===== config.mk =====
export PLATFORM = sky130hd
export DESIGN_NAME = score_seg_scan
export DESIGN_NICKNAME = d
export VERILOG_FILES = /design/src/rtl/score_seg_scan.sv
export SDC_FILE = /design/constraint.sdc
export NUM_CORES = 1
export LEC_CHECK = 0
export BUFFER_PORTS_ARGS = -buffer_cell sky130_fd_sc_hd__clkbuf_2
export CAP_MARGIN = 20
export CORE_MARGIN = 5
export CORE_UTILIZATION = 59
export DETAILED_ROUTE_END_ITERATION = 12
export PLACE_DENSITY = 0.84
export SYNTH_ARGS = -nofsm -noshare
export SYNTH_HDL_FRONTEND = slang
export SYNTH_SLANG_ARGS = --single-unit

===== constraint.sdc =====
create_clock -name clk -period 3.35 [get_ports clk]
set_input_delay 0.1675 -clock clk [delete_from_list [all_inputs] [get_ports clk]]
set_output_delay 0.1675 -clock clk [all_outputs]
set_load 0.01 [all_outputs]

===== src/rtl/score_seg_scan.sv =====
// rtl/score_seg_scan.sv - time-multiplexed 7-segment scanner for the packed BCD score
// Shadows the score once per frame and drives one common-anode digit at a time.
module score_seg_scan #(
    parameter int DIGIT_TICKS = 100000,
    parameter int NUM_DIGITS  = 4
) (
    input  logic        clk,
    input  logic        rstn,
    input  logic [31:0] bcd,
    input  logic        en,
    input  logic        blank_lz,
    output logic [7:0]  an_n,
    output logic [7:0]  seg_n,
    output logic        frame_start
);

    localparam int TICK_W = (DIGIT_TICKS > 2) ? $clog2(DIGIT_TICKS) : 1;
    localparam logic [TICK_W-1:0] TICK_LAST = TICK_W'(DIGIT_TICKS - 1);
    localparam logic [2:0]        IDX_LAST  = 3'(NUM_DIGITS - 1);

    logic [TICK_W-1:0] tick_q, tick_d;
    logic [2:0]        idx_q, idx_d;
    logic [31:0]       shadow_q, shadow_d;
    logic [7:0]        an_n_q, an_n_d;
    logic [7:0]        seg_n_q, seg_n_d;
    logic              frame_start_q, frame_start_d;

    logic              tick_wrap;
    logic              frame_load;
    logic [7:0]        blank_vec;
    logic              zero_run;
    logic              blanked;
    logic [3:0]        cur_nibble;

    function automatic logic [7:0] seg_decode(input logic [3:0] nib);
        logic [7:0] s;
        case (nib)
            4'd0:    s = 8'hC0;
            4'd1:    s = 8'hF9;
            4'd2:    s = 8'hA4;
            4'd3:    s = 8'hB0;
            4'd4:    s = 8'h99;
            4'd5:    s = 8'h92;
            4'd6:    s = 8'h82;
            4'd7:    s = 8'hF8;
            4'd8:    s = 8'h80;
            4'd9:    s = 8'h90;
            default: s = 8'hBF;
        endcase
        return s;
    endfunction

    assign tick_wrap  = (tick_q == TICK_LAST);
    // With a single digit idx is always at its last value, so every tick wrap reloads.
    assign frame_load = tick_wrap && (idx_q == IDX_LAST);

    always_comb begin
        tick_d        = tick_wrap ? '0 : tick_q + 1'b1;
        idx_d         = idx_q;
        shadow_d      = shadow_q;
        frame_start_d = frame_load;
        if (tick_wrap) begin
            idx_d = (idx_q == IDX_LAST) ? 3'd0 : idx_q + 3'd1;
        end
        if (frame_load) begin
            shadow_d = bcd;
        end
    end

    // A digit is blanked when it and every digit above it (within the scanned range) is zero.
    always_comb begin
        blank_vec = '0;
        zero_run  = 1'b1;
        for (int i = NUM_DIGITS - 1; i >= 1; i--) begin
            zero_run     = zero_run & (shadow_q[4*i +: 4] == 4'd0);
            blank_vec[i] = zero_run & blank_lz;
        end
    end

    assign blanked    = blank_vec[idx_q];
    assign cur_nibble = shadow_q[4*idx_q +: 4];

    always_comb begin
        an_n_d  = 8'hFF;
        seg_n_d = 8'hFF;
        if (!blanked) begin
            seg_n_d = seg_decode(cur_nibble);
            if (en) begin
                an_n_d[idx_q] = 1'b0;
            end
        end
    end

    always_ff @(posedge clk) begin
        if (rstn) begin
            tick_q        <= '0;
            idx_q         <= 3'd0;
            shadow_q      <= 32'd0;
            an_n_q        <= 8'hFF;
            seg_n_q       <= 8'hFF;
            frame_start_q <= 1'b0;
        end else begin
            tick_q        <= tick_d;
            idx_q         <= idx_d;
            shadow_q      <= shadow_d;
            an_n_q        <= an_n_d;
            seg_n_q       <= seg_n_d;
            frame_start_q <= frame_start_d;
        end
    end

    assign an_n        = an_n_q;
    assign seg_n       = seg_n_q;
    assign frame_start = frame_start_q;

endmodule


==> impl_metrics.ini <==
[drt]
vias = 2245
dr.pass1.iters = 4
antenna_left = 0
routed_wl_um = 5700
drt-vias-per-instance = 5.26
drc = 0
wl_per_cell_um = 13.4
drt_iter0_drc = 138

[grt]
grt_pass1_wl_um = 9760
antenna_found_initial = 0
grt-ovfl-total = 0
grt_use_total_pct = 19.2
grt_max_degree = 39
first_global_vias = 2192

[critical_path]
cp-end-kind = flop
crit_type = flop to flop
crit_arrival_ns = 2.91
crit_fanout = 23
required_ns = 3.57
critPathLaunchType = flop

[cells_and_area]
final_core_util_pct = 68.7
fillers = 409
area_growth_pct = 15.1
antennaDiodeCount = 0
drive_above_1_share_pct = 22.7
final_nets = 395

[timing]
period_needed_ns = 2.70
setup_viol = 0
setup_tns_ns = 0
grt_setup_unrepaired = no
final_hold_viol_count = 0
worst_pin_slew_ns = 0.823
slew_headroom_pct = 45.1
skew_ns = 0.00548
clock.fmax_mhz = 371
period_share_pct = 80.5
maxSlewViolCount = 0

[cts]
post_cts_buffers = 0
numCtsBuffers = 9
clock_latency_ns = 0.33
cts_tree = done
cts_buffer_depth = 2
htreeDepth = 3
ctsHoldBuffers = 0
cts_resized = 0
root_buffer = clkbuf_8
clk_pin_slew_ns = 0.07
clock_sinks = 68

[logic_synthesis]
synth_top_family_by_area = simple AND/OR/NAND/NOR gates
synth_common_cells = 68 x dfxtp_1, 59 x nor2_1, 35 x mux2i_1
ys_top_cells_by_area = dfxtp_1 45%, mux2i_1 12%, nor2_1 7.4%, mux4_2 3.0%, ha_1 2.9%
avgSynthCellArea_um2 = 9.78
ys_seq_area_share_pct = 45.5
synth_cell_types = 46
yosys-mux-area-fraction_pct = 18.5
synth_nets = 349
synth_edf_count = 0
synth-simple-area-share_pct = 19.8
ys_warn_count = 0
yosysTopAreaCell = dfxtp_1
yosys_register_bits = 68
synth_compound_area_share_pct = 4.31
ys_async_sr_fraction_pct = 0
synthCells = 306
synth_adder_area_share_pct = 2.93
synthXorXnorAreaFrac_pct = 4.39
syn-cell-area_um2 = 2990
yosysTopAreaCellShare_pct = 45.5
synthMostInstantiatedCell = dfxtp_1
ys.flop_type = dfxtp_1

[floorplanning]
die_h_um = 81.2
core-area_um2 = 5010
die_area_um2 = 6600
ios = 53
start_util_pct = 59.7
die_x_um = 81.2
rows = 26

[place]
io_buffer_count = 51
hpwl_um = 4160
gp_congestion = 0.819

[power]
pwr-share-seq_pct = 53.5
p_sw_share_pct = 20.1
pwr-share-clk_pct = 43.3
share_comb_of_total_power_pct = 3.3
p_per_area_nw_per_um2 = 446
p_sw_uw = 308
ir_drop_v = 0.000319
cellInternalPower_mw = 1.23
leakage_nw = 1.36

[min_path]
hold_class = input port to flop

[run_status]
status = completed

[flow_run]
maxCapViolations = 0
[metrics by stage]
step           instances  power (mW)  instance area (um^2)  setup WS [ns]  hold WS [ns]
2_1_floorplan        306       0.861                  2990           1.09         0.239
3_3_place_gp         411       0.889                  3250          0.851         0.396
3_5_place_dp         411       0.889                  3250          0.704         0.385
4_1_cts              427        1.55                  3440          0.679        0.0380
5_1_grt              427        1.59                  3440          0.438        0.0475
6_report             427        1.53                  3440          0.652        0.0518
[cell usage in the layout (no fill, tap or decap), types with 4 or more instances in the layout]
cell type  Yosys  final
and3_1         5      5
clkbuf_1       8      4
clkbuf_2       0     51
clkbuf_8       0     11
dfxtp_1       68     68
ha_1           7      7
inv_1          7      7
mux2_2         7      7
mux2i_1       35     35
mux4_2         4      4
nand2_1       10     10
nand3_1       10     10
nand4_1       10     10
nor2_1        59     59
nor2b_1        4      4
nor3_1         5      5
o21ai_0        7      7
xnor2_1        6      6
xor2_1         9      9
[final cells by class]
class	count	area, um^2	share of cell area (%)
Inverter	8	30.0	0.872
Tap cell	70	87.6	2.54
Clock inverter	1	30.0	0.872
Multi-Input combinational cell	212	1500	43.5
Clock buffer	15	166	4.83
Timing Repair Buffer	53	270	7.85
Sequential cell	68	1360	39.5
[path summary, 6_finish.rpt]
kind	from	end	slack, ns	cells past startpoint
worst max-delay path	idx_q[0]$_SDFFE_PP0N_	seg_n[0]$_SDFF_PP1_	0.65	8
worst min-delay path	en	an_n[7]$_SDFF_PP1_	0.05	2
worst max register to register	idx_q[0]$_SDFFE_PP0N_	seg_n[0]$_SDFF_PP1_	0.65	8
worst min register to register	tick_q[0]$_SDFF_PP0_	tick_q[0]$_SDFF_PP0_	0.47	1
[power groups by stage]
stage,clock network (mW),logic [mW],registers [mW]
2_1_floorplan,0,0.0210,0.840
3_3_place_gp,0,0.0510,0.838
3_5_place_dp,0,0.0510,0.838
4_1_cts,0.677,0.0510,0.820
5_1_grt,0.714,0.0566,0.821
6_report,0.664,0.0502,0.820
[state kept, by name, indices dropped and copies added (netlist names)]
signal       flops
shadow_q        32
frame_start      1
an_n             8
tick_q          17
idx_q            3
seg_n            7
[layer usage]
metal  track usage, %  part of all wire (%)  vias up
met3             4.66                   5.3        8
met2             30.4                    48       49
met1             24.2                    46     1041
li1                 -                     -     1147
met5                0                     0        -
met4             10.1                   1.4        0
[critical path: stages, from the launching register on]
cell and delay (ns):
dfxtp_1 0.86, mux2_2 0.29, a21oi_1 0.06, o211ai_1 0.48
inv_1 0.18, ha_1 0.26, mux2_1 0.30, nor2_1 0.09
o21ai_1 0.06
[kinds of logic after synthesis]
group,Yosys count
compound gates,21
xor+xnor,15
flops,68
other cells,1
buf+inv,26
mux,48
fa+ha+maj,7
simple gates,120
(Power assumes the default switching activity.)
